===== src/rtl/serial_uart_bridge.sv =====
`default_nettype none
// +----------------------------------------------------------------------------+
// | Module      : serial_uart_bridge (with helper serial_uart_bridge_fifo)     |
// | Description : Bridges the processor serial handshake to an 8N1 UART pair.  |
// |               RX path : 2-flop synchronizer -> deserializer -> RX FIFO.    |
// |               TX path : TX FIFO -> serializer -> registered uart_tx_out.   |
// | Ports       : clock, reset          - clock / sync active-high reset       |
// |               proc_data_out  [7:0]  - RX FIFO head byte (0 when empty)     |
// |               proc_valid_out        - RX FIFO non-empty                    |
// |               proc_ready_out        - TX FIFO not full                     |
// |               proc_data_in   [7:0]  - byte written by the processor        |
// |               proc_rden_in          - pop RX FIFO (ignored when empty)     |
// |               proc_wren_in          - push TX FIFO                         |
// |               uart_rx_in            - asynchronous receive line, idle high |
// |               uart_tx_out           - transmit line, idle high             |
// |               rx_overrun_out        - sticky: received byte dropped        |
// |               tx_overrun_out        - sticky: processor write dropped      |
// |               loopback_in           - only with SERIAL_BRIDGE_LOOPBACK_EN: |
// |                                       RX fed from internal TX, pin held 1  |
// | Options     : `define SERIAL_BRIDGE_LOOPBACK_EN to add loopback_in.        |
// | Revision    : 1.0 - initial release                                        |
// +----------------------------------------------------------------------------+

// Show-ahead FIFO: o_rdata is the head entry whenever the FIFO is non-empty.
module serial_uart_bridge_fifo #(
    parameter int DEPTH  = 16,
    parameter int ADDR_W = 4
) (
    input  logic       clk,
    input  logic       rst,
    input  logic       i_push,
    input  logic [7:0] i_wdata,
    input  logic       i_pop,
    output logic [7:0] o_rdata,
    output logic       o_empty,
    output logic       o_full
);
    localparam logic [ADDR_W:0] c_full_count = (ADDR_W + 1)'(DEPTH);

    logic [7:0]        r_mem [DEPTH];
    logic [ADDR_W-1:0] r_wr_ptr;
    logic [ADDR_W-1:0] r_rd_ptr;
    logic [ADDR_W:0]   r_count;
    logic              w_do_push;
    logic              w_do_pop;

    assign o_empty   = (r_count == '0);
    assign o_full    = (r_count == c_full_count);
    assign w_do_pop  = i_pop && !o_empty;
    // A full FIFO still accepts a write when the head leaves on the same edge.
    assign w_do_push = i_push && (!o_full || w_do_pop);
    // Empty FIFO presents zero so the head output has a defined reset value.
    assign o_rdata   = o_empty ? 8'h00 : r_mem[r_rd_ptr];

    always_ff @(posedge clk) begin
        if (w_do_push) begin
            r_mem[r_wr_ptr] <= i_wdata;
        end
    end

    always_ff @(posedge clk) begin
        if (rst) begin
            r_wr_ptr <= '0;
            r_rd_ptr <= '0;
            r_count  <= '0;
        end else begin
            if (w_do_push) begin
                r_wr_ptr <= r_wr_ptr + ADDR_W'(1);
            end
            if (w_do_pop) begin
                r_rd_ptr <= r_rd_ptr + ADDR_W'(1);
            end
            case ({w_do_push, w_do_pop})
                2'b10:   r_count <= r_count + (ADDR_W + 1)'(1);
                2'b01:   r_count <= r_count - (ADDR_W + 1)'(1);
                default: r_count <= r_count;
            endcase
        end
    end
endmodule

module serial_uart_bridge #(
    parameter int CLKS_PER_BIT = 434,
    parameter int FIFO_DEPTH   = 16,
    parameter int ADDR_W       = 4
) (
    input  logic       clock,
    input  logic       reset,
    output logic [7:0] proc_data_out,
    output logic       proc_valid_out,
    output logic       proc_ready_out,
    input  logic [7:0] proc_data_in,
    input  logic       proc_rden_in,
    input  logic       proc_wren_in,
`ifdef SERIAL_BRIDGE_LOOPBACK_EN
    input  logic       loopback_in,
`endif
    input  logic       uart_rx_in,
    output logic       uart_tx_out,
    output logic       rx_overrun_out,
    output logic       tx_overrun_out
);
    localparam int               c_CNT_W    = $clog2(CLKS_PER_BIT);
    localparam logic [c_CNT_W-1:0] c_CNT_LAST = c_CNT_W'(CLKS_PER_BIT - 1);
    // Start bit is re-checked half a bit after the falling edge, which also
    // centres every later sample in its bit cell.
    localparam logic [c_CNT_W-1:0] c_CNT_HALF = c_CNT_W'(CLKS_PER_BIT / 2 - 1);

    localparam logic [1:0] c_RX_IDLE  = 2'd0;
    localparam logic [1:0] c_RX_START = 2'd1;
    localparam logic [1:0] c_RX_DATA  = 2'd2;
    localparam logic [1:0] c_RX_STOP  = 2'd3;

    localparam logic [1:0] c_TX_IDLE  = 2'd0;
    localparam logic [1:0] c_TX_START = 2'd1;
    localparam logic [1:0] c_TX_DATA  = 2'd2;
    localparam logic [1:0] c_TX_STOP  = 2'd3;

    // ---------------------------------------------------------------- FIFOs
    logic       w_rx_push;
    logic       w_rx_empty;
    logic       w_rx_full;
    logic [7:0] r_rx_shift;
    logic       w_tx_pop;
    logic       w_tx_empty;
    logic       w_tx_full;
    logic [7:0] w_tx_rdata;

    serial_uart_bridge_fifo #(
        .DEPTH  (FIFO_DEPTH),
        .ADDR_W (ADDR_W)
    ) u_rx_fifo (
        .clk     (clock),
        .rst     (reset),
        .i_push  (w_rx_push),
        .i_wdata (r_rx_shift),
        .i_pop   (proc_rden_in),
        .o_rdata (proc_data_out),
        .o_empty (w_rx_empty),
        .o_full  (w_rx_full)
    );

    serial_uart_bridge_fifo #(
        .DEPTH  (FIFO_DEPTH),
        .ADDR_W (ADDR_W)
    ) u_tx_fifo (
        .clk     (clock),
        .rst     (reset),
        .i_push  (proc_wren_in),
        .i_wdata (proc_data_in),
        .i_pop   (w_tx_pop),
        .o_rdata (w_tx_rdata),
        .o_empty (w_tx_empty),
        .o_full  (w_tx_full)
    );

    assign proc_valid_out = !w_rx_empty;
    assign proc_ready_out = !w_tx_full;

    // ------------------------------------------------------ line selection
    logic r_tx_line;
    logic w_tx_line_nxt;
    logic w_rx_src;

`ifdef SERIAL_BRIDGE_LOOPBACK_EN
    logic r_tx_pin;

    assign w_rx_src    = loopback_in ? r_tx_line : uart_rx_in;
    assign uart_tx_out = r_tx_pin;

    // Pin copy of the serializer output, forced idle while looped back.
    always_ff @(posedge clock) begin
        if (reset) begin
            r_tx_pin <= 1'b1;
        end else begin
            r_tx_pin <= loopback_in ? 1'b1 : w_tx_line_nxt;
        end
    end
`else
    assign w_rx_src    = uart_rx_in;
    assign uart_tx_out = r_tx_line;
`endif

    // ------------------------------------------------------------ RX path
    logic               r_rx_sync1;
    logic               r_rx_sync2;
    logic               r_rx_prev;
    logic [1:0]         r_rx_state;
    logic [1:0]         w_rx_state_nxt;
    logic [c_CNT_W-1:0] r_rx_cnt;
    logic [c_CNT_W-1:0] w_rx_cnt_nxt;
    logic [2:0]         r_rx_bit;
    logic [2:0]         w_rx_bit_nxt;
    logic [7:0]         w_rx_shift_nxt;
    logic               r_rx_overrun;

    always_ff @(posedge clock) begin
        if (reset) begin
            r_rx_sync1   <= 1'b1;
            r_rx_sync2   <= 1'b1;
            r_rx_prev    <= 1'b1;
            r_rx_state   <= c_RX_IDLE;
            r_rx_cnt     <= '0;
            r_rx_bit     <= '0;
            r_rx_shift   <= '0;
            r_rx_overrun <= 1'b0;
        end else begin
            r_rx_sync1   <= w_rx_src;
            r_rx_sync2   <= r_rx_sync1;
            r_rx_prev    <= r_rx_sync2;
            r_rx_state   <= w_rx_state_nxt;
            r_rx_cnt     <= w_rx_cnt_nxt;
            r_rx_bit     <= w_rx_bit_nxt;
            r_rx_shift   <= w_rx_shift_nxt;
            // The FIFO can only refuse a completed byte when it is full and
            // the processor is not reading on the same edge.
            if (w_rx_push && w_rx_full && !proc_rden_in) begin
                r_rx_overrun <= 1'b1;
            end
        end
    end

    always_comb begin
        w_rx_state_nxt = r_rx_state;
        w_rx_cnt_nxt   = r_rx_cnt;
        w_rx_bit_nxt   = r_rx_bit;
        w_rx_shift_nxt = r_rx_shift;
        w_rx_push      = 1'b0;
        case (r_rx_state)
            c_RX_IDLE: begin
                // Falling edge only: a line stuck low after a framing error
                // must return high before another frame is accepted.
                if (r_rx_prev && !r_rx_sync2) begin
                    w_rx_state_nxt = c_RX_START;
                    w_rx_cnt_nxt   = '0;
                end
            end
            c_RX_START: begin
                if (r_rx_cnt == c_CNT_HALF) begin
                    w_rx_cnt_nxt   = '0;
                    w_rx_bit_nxt   = '0;
                    w_rx_state_nxt = r_rx_sync2 ? c_RX_IDLE : c_RX_DATA;
                end else begin
                    w_rx_cnt_nxt = r_rx_cnt + c_CNT_W'(1);
                end
            end
            c_RX_DATA: begin
                if (r_rx_cnt == c_CNT_LAST) begin
                    w_rx_cnt_nxt   = '0;
                    w_rx_shift_nxt = {r_rx_sync2, r_rx_shift[7:1]};
                    if (r_rx_bit == 3'd7) begin
                        w_rx_state_nxt = c_RX_STOP;
                    end else begin
                        w_rx_bit_nxt = r_rx_bit + 3'd1;
                    end
                end else begin
                    w_rx_cnt_nxt = r_rx_cnt + c_CNT_W'(1);
                end
            end
            c_RX_STOP: begin
                if (r_rx_cnt == c_CNT_LAST) begin
                    w_rx_cnt_nxt   = '0;
                    w_rx_state_nxt = c_RX_IDLE;
                    // A low stop bit is a framing error: the byte is discarded.
                    w_rx_push      = r_rx_sync2;
                end else begin
                    w_rx_cnt_nxt = r_rx_cnt + c_CNT_W'(1);
                end
            end
            default: begin
                w_rx_state_nxt = c_RX_IDLE;
            end
        endcase
    end

    assign rx_overrun_out = r_rx_overrun;

    // ------------------------------------------------------------ TX path
    logic [1:0]         r_tx_state;
    logic [1:0]         w_tx_state_nxt;
    logic [c_CNT_W-1:0] r_tx_cnt;
    logic [c_CNT_W-1:0] w_tx_cnt_nxt;
    logic [2:0]         r_tx_bit;
    logic [2:0]         w_tx_bit_nxt;
    logic [7:0]         r_tx_shift;
    logic [7:0]         w_tx_shift_nxt;
    logic               r_tx_overrun;

    always_ff @(posedge clock) begin
        if (reset) begin
            r_tx_state   <= c_TX_IDLE;
            r_tx_cnt     <= '0;
            r_tx_bit     <= '0;
            r_tx_shift   <= '0;
            r_tx_line    <= 1'b1;
            r_tx_overrun <= 1'b0;
        end else begin
            r_tx_state   <= w_tx_state_nxt;
            r_tx_cnt     <= w_tx_cnt_nxt;
            r_tx_bit     <= w_tx_bit_nxt;
            r_tx_shift   <= w_tx_shift_nxt;
            r_tx_line    <= w_tx_line_nxt;
            if (proc_wren_in && w_tx_full && !w_tx_pop) begin
                r_tx_overrun <= 1'b1;
            end
        end
    end

    // The line level is computed alongside the state so each new level is
    // registered on the same edge that enters its state.
    always_comb begin
        w_tx_state_nxt = r_tx_state;
        w_tx_cnt_nxt   = r_tx_cnt;
        w_tx_bit_nxt   = r_tx_bit;
        w_tx_shift_nxt = r_tx_shift;
        w_tx_line_nxt  = r_tx_line;
        w_tx_pop       = 1'b0;
        case (r_tx_state)
            c_TX_IDLE: begin
                w_tx_line_nxt = 1'b1;
                if (!w_tx_empty) begin
                    w_tx_pop       = 1'b1;
                    w_tx_shift_nxt = w_tx_rdata;
                    w_tx_cnt_nxt   = '0;
                    w_tx_bit_nxt   = '0;
                    w_tx_line_nxt  = 1'b0;
                    w_tx_state_nxt = c_TX_START;
                end
            end
            c_TX_START: begin
                if (r_tx_cnt == c_CNT_LAST) begin
                    w_tx_cnt_nxt   = '0;
                    w_tx_line_nxt  = r_tx_shift[0];
                    w_tx_state_nxt = c_TX_DATA;
                end else begin
                    w_tx_cnt_nxt = r_tx_cnt + c_CNT_W'(1);
                end
            end
            c_TX_DATA: begin
                if (r_tx_cnt == c_CNT_LAST) begin
                    w_tx_cnt_nxt = '0;
                    if (r_tx_bit == 3'd7) begin
                        w_tx_line_nxt  = 1'b1;
                        w_tx_state_nxt = c_TX_STOP;
                    end else begin
                        w_tx_bit_nxt   = r_tx_bit + 3'd1;
                        w_tx_shift_nxt = {1'b1, r_tx_shift[7:1]};
                        w_tx_line_nxt  = r_tx_shift[1];
                    end
                end else begin
                    w_tx_cnt_nxt = r_tx_cnt + c_CNT_W'(1);
                end
            end
            c_TX_STOP: begin
                // Returning through TX_IDLE gives the one idle cycle between
                // back-to-back frames.
                if (r_tx_cnt == c_CNT_LAST) begin
                    w_tx_cnt_nxt   = '0;
                    w_tx_state_nxt = c_TX_IDLE;
                end else begin
                    w_tx_cnt_nxt = r_tx_cnt + c_CNT_W'(1);
                end
            end
            default: begin
                w_tx_state_nxt = c_TX_IDLE;
                w_tx_line_nxt  = 1'b1;
            end
        endcase
    end

    assign tx_overrun_out = r_tx_overrun;
endmodule
`default_nettype wire

===== config.mk =====
export PLATFORM = sky130hd
export DESIGN_NAME = serial_uart_bridge
export DESIGN_NICKNAME = d
export VERILOG_FILES = /design/src/rtl/serial_uart_bridge.sv
export SDC_FILE = /design/constraint.sdc
export NUM_CORES = 1
export LEC_CHECK = 0
export CAP_MARGIN = 25
export CORE_AREA = 2 2 201 252
export CTS_CLUSTER_DIAMETER = 200
export DETAILED_ROUTE_END_ITERATION = 16
export DIE_AREA = 0 0 203 254
export GPL_TIMING_DRIVEN = 0
export HOLD_SLACK_MARGIN = 0.03
export SLEW_MARGIN = 20
export SYNTH_ARGS = -nofsm -noshare
export SYNTH_HDL_FRONTEND = slang
export SYNTH_HIERARCHICAL = 1
export SYNTH_SLANG_ARGS = --single-unit

===== constraint.sdc =====
create_clock -name clock -period 4.4 [get_ports clock]
set_input_delay 0.88 -clock clock [delete_from_list [all_inputs] [get_ports clock]]
set_output_delay 0.88 -clock clock [all_outputs]
set_load 0.005 [all_outputs]

==> flow_summary.yaml <==
outcome:
  outcome: "completed"
critical_path:
  crit_required_ps: 3520
  critPathSlowestCell: "clkdlybuf4s50_1"
  worst_path_dominant_cell_family: "buffers and inverters"
  path_class: "flop to primary output"
  slowest_delay_ps: 480
  end_kind: "primary output"
  crit_arrival_ps: 2990
  r2r_slack_ps: 620
  crit_fanout: 10
  path_cells: "buf_2, buf_2, buf_2, mux4_2, mux2i_1, a211oi_1, clkdlybuf4s50_1"
  start_kind: "flop"
  cp_num_buf_inv: 4
  timing.critical_path.mode_cell: "buf_2"
pwr:
  peakVddDrop_v: 0.000399
  swShare_pct: 27.8
  p_per_area_nw_per_um2: 477
  p_comb_share_pct: 19.1
  power_frac_seq_pct: 45.1
  pwr-share-clk_pct: 35.8
  internal_power_uw: 5810
  p_leak_uw: 0.00537
  p_sw_uw: 2230
cts:
  hold_buffers: 0
  clk_pin_slew_worst_paths_ps: 60
  cts_made_buffers: 37
  cts_root_buf: "clkbuf_16"
  cts_resized: 0
  post_cts_buffers: 0
  clk_path_buf_depth: 3
  cts.sinks: 340
  cts_tree: "yes"
  h-tree-depth: 2
  worstSkewPairLatency_ps: 550
final_layout:
  final_layout_size_suffix_gt1_share_pct: 15.9
  area_growth_pct: 15.8
  nNetsFinal: 1084
  stdcell_count: 1717
  diodes: 0
synth:
  syn_inst: 965
  synth_top_area_share_pct: 52.8
  syn_nets: 1011
  synthTopCellsByCount: "edfxtp_1 (256), dfxtp_1 (84), nor2_1 (66), mux4_2 (64), mux2i_1 (40)"
  ys.flop_type: "edfxtp_1"
  yosys-top-cells-area: "edfxtp_1 (53%), dfxtp_1 (12%), mux4_2 (9.9%), mux2i_1 (2.8%), ha_1 (2.7%)"
  yosysSeqAreaShare_pct: 64.4
  yosysTopAreaCell: "edfxtp_1"
  synth.most_common_cell: "edfxtp_1"
  synth_area_um2: 14600
  ys_warn_count: 6
  ys_async_sr_fraction_pct: 0
  ys_types: 69
  synth_seq_cells: 340
  avgSynthCellArea_um2: 15.1
  synth_edf_count: 256
timing:
  hold_ws_ps: 408
  period_minus_slack_ps: 3870
  hold_viol: 0
  fin_crit_sh_pct: 88.0
  fin_skew_ps: 22.4
  fin_ws_ps: 528
  setup_tns_ps: 0
  report.final.setup_viol: 0
  tightest_slew_ps: 918
  timing.fmax_ghz: 0.258
  rsz0062_at_grt: "no"
  slew_viol_final: 0
  slew_headroom_pct: 38.4
routing:
  num_vias: 8324
  totalWireLength_mm: 30.2
  drt-pass1-iter-count: 8
  drc_errors: 0
  detail-route-antenna-nets: 0
  drt-vias-per-instance: 4.85
  wl_per_cell_um: 17.6
  drt_iter0_markers: 584
grt:
  antenna_found_initial: 0
  grt_remaining_overflow: 0
  grt_pass1_wl_mm: 47.5
  grt_pass1_vias: 8445
  grt_max_degree: 19
  track_usage_pct: 11.8
place:
  port_buffers: 25
  dp.cells: 1649
  pre_cts_slack_ps: 95.9
  dp_hpwl_mm: 20.2
  gp_congestion: 0.787
floorplan:
  initial_core_util_pct: 29.7
  ios: 26
  die_x_um: 203
  num_rows: 91
  die_h_um: 254
  die_area_um2: 51600
  coreArea_um2: 49100
flow_run:
  maxCapViolCount: 0
min_path:
  worstHoldPathType: "flop to flop"
-- logic make-up after synthesis --
| family | count (synthesis) | synth area share [%] |
|---|---|---|
| compound gates | 147 | 7.49 |
| xor+xnor | 18 | 1.08 |
| mux | 106 | 12.8 |
| fa+ha+maj | 33 | 2.94 |
| flops | 340 | 64.4 |
| simple gates | 228 | 8.57 |
| buf+inv | 93 | 2.74 |
-- power by group through the flow --
| stage | logic, µW | clock network, µW | registers (µW) |
|---|---|---|---|
| final | 1540 | 2880 | 3630 |
| after floorplan | 1130 | 0 | 3670 |
| after detailed placement | 1540 | 0 | 3690 |
| after CTS | 1540 | 2970 | 3620 |
| after global placement | 1500 | 0 | 3690 |
| after global routing | 1700 | 3090 | 3640 |
-- area by class of cell --
class | count | area (µm²)
flip-flops and latches | 340 | 9370
clock inverters | 15 | 108
plain buffers | 54 | 253
inverters | 39 | 146
fillers | 4703 | 32200
repair buffers | 34 | 308
well taps | 651 | 815
multi-input cells | 532 | 4840
clock buffers | 52 | 1010
-- worst register-to-register path, cell delays in order, from the launching register on --
cell and delay [ps]:
dfxtp_1 300, clkbuf_1 390, nor2_1 240, buf_4 230, nor2b_1 640, nor2b_1 300, o21ai_4 110, fa_1 470
nand2b_1 160, o2bb2ai_1 170, nor3b_1 160, or4_1 470
-- sequential cells by signal (all words and copies together), names as in the netlist, named ones only --
signal,cells
u_rx_fifo/r_mem,128
u_tx_fifo/r_mem,128
r_rx_cnt,9
r_tx_cnt,9
r_rx_shift,8
r_tx_shift,8
u_rx_fifo/r_count,5
u_tx_fifo/r_count,5
u_rx_fifo/r_rd_ptr,4
u_rx_fifo/r_wr_ptr,4
u_tx_fifo/r_rd_ptr,4
u_tx_fifo/r_wr_ptr,4
r_rx_bit,3
r_tx_bit,3
r_tx_state,2
r_rx_prev,1
r_rx_state,1
r_rx_sync1,1
r_rx_sync2,1
rx_overrun_out,1
tx_overrun_out,1
uart_tx_out,1
-- per-layer routing --
layer / up-vias / part of all wire [%] / GRT usage [%]
li1: 3909 / - / -
met1: 4211 / 42 / 14.3
met2: 152 / 51 / 21.0
met3: 52 / 3.7 / 2.18
met5: - / 0 / 0
met4: 0 / 2.9 / 4.40
-- final timing paths --
kind	startpoint	endpoint	cells past startpoint
max reg2reg	u_tx_fifo/r_count[4]	u_tx_fifo/r_count[4]	11
min	r_rx_sync1	r_rx_sync2	1
min reg2reg	r_rx_sync1	r_rx_sync2	1
max	flop	proc_data_out[0]	7
-- metrics by stage --
stage | instance area, µm² | power, µW | util, %
finish | 16800 | 8050 | 34.3
global route | 16800 | 8430 | 34.3
CTS | 16800 | 8140 | 34.3
detailed placement | 15700 | 5230 | 32.0
global placement | 15600 | 5190 | 31.8
floorplan | 14600 | 4800 | -
-- cell usage in the layout, fill, tap and decap left out, drive strengths merged, types with 11 or more instances in the layout --
master         instances
clkbuf                81
nand3                 22
nor2                  66
a21oi                 24
o21a                  12
nand2                 18
nor2b                 26
inv                   43
xor2                  12
clkdlybuf4s50         25
nand4                 13
o21ai                 24
and2                  15
ha                    31
buf                   34
dfxtp                 84
nor3                  11
nor4                  13
edfxtp               256
a211oi                39
mux4                  64
mux2i                 40
No activity file was read; power rests on OpenSTA's default activity.
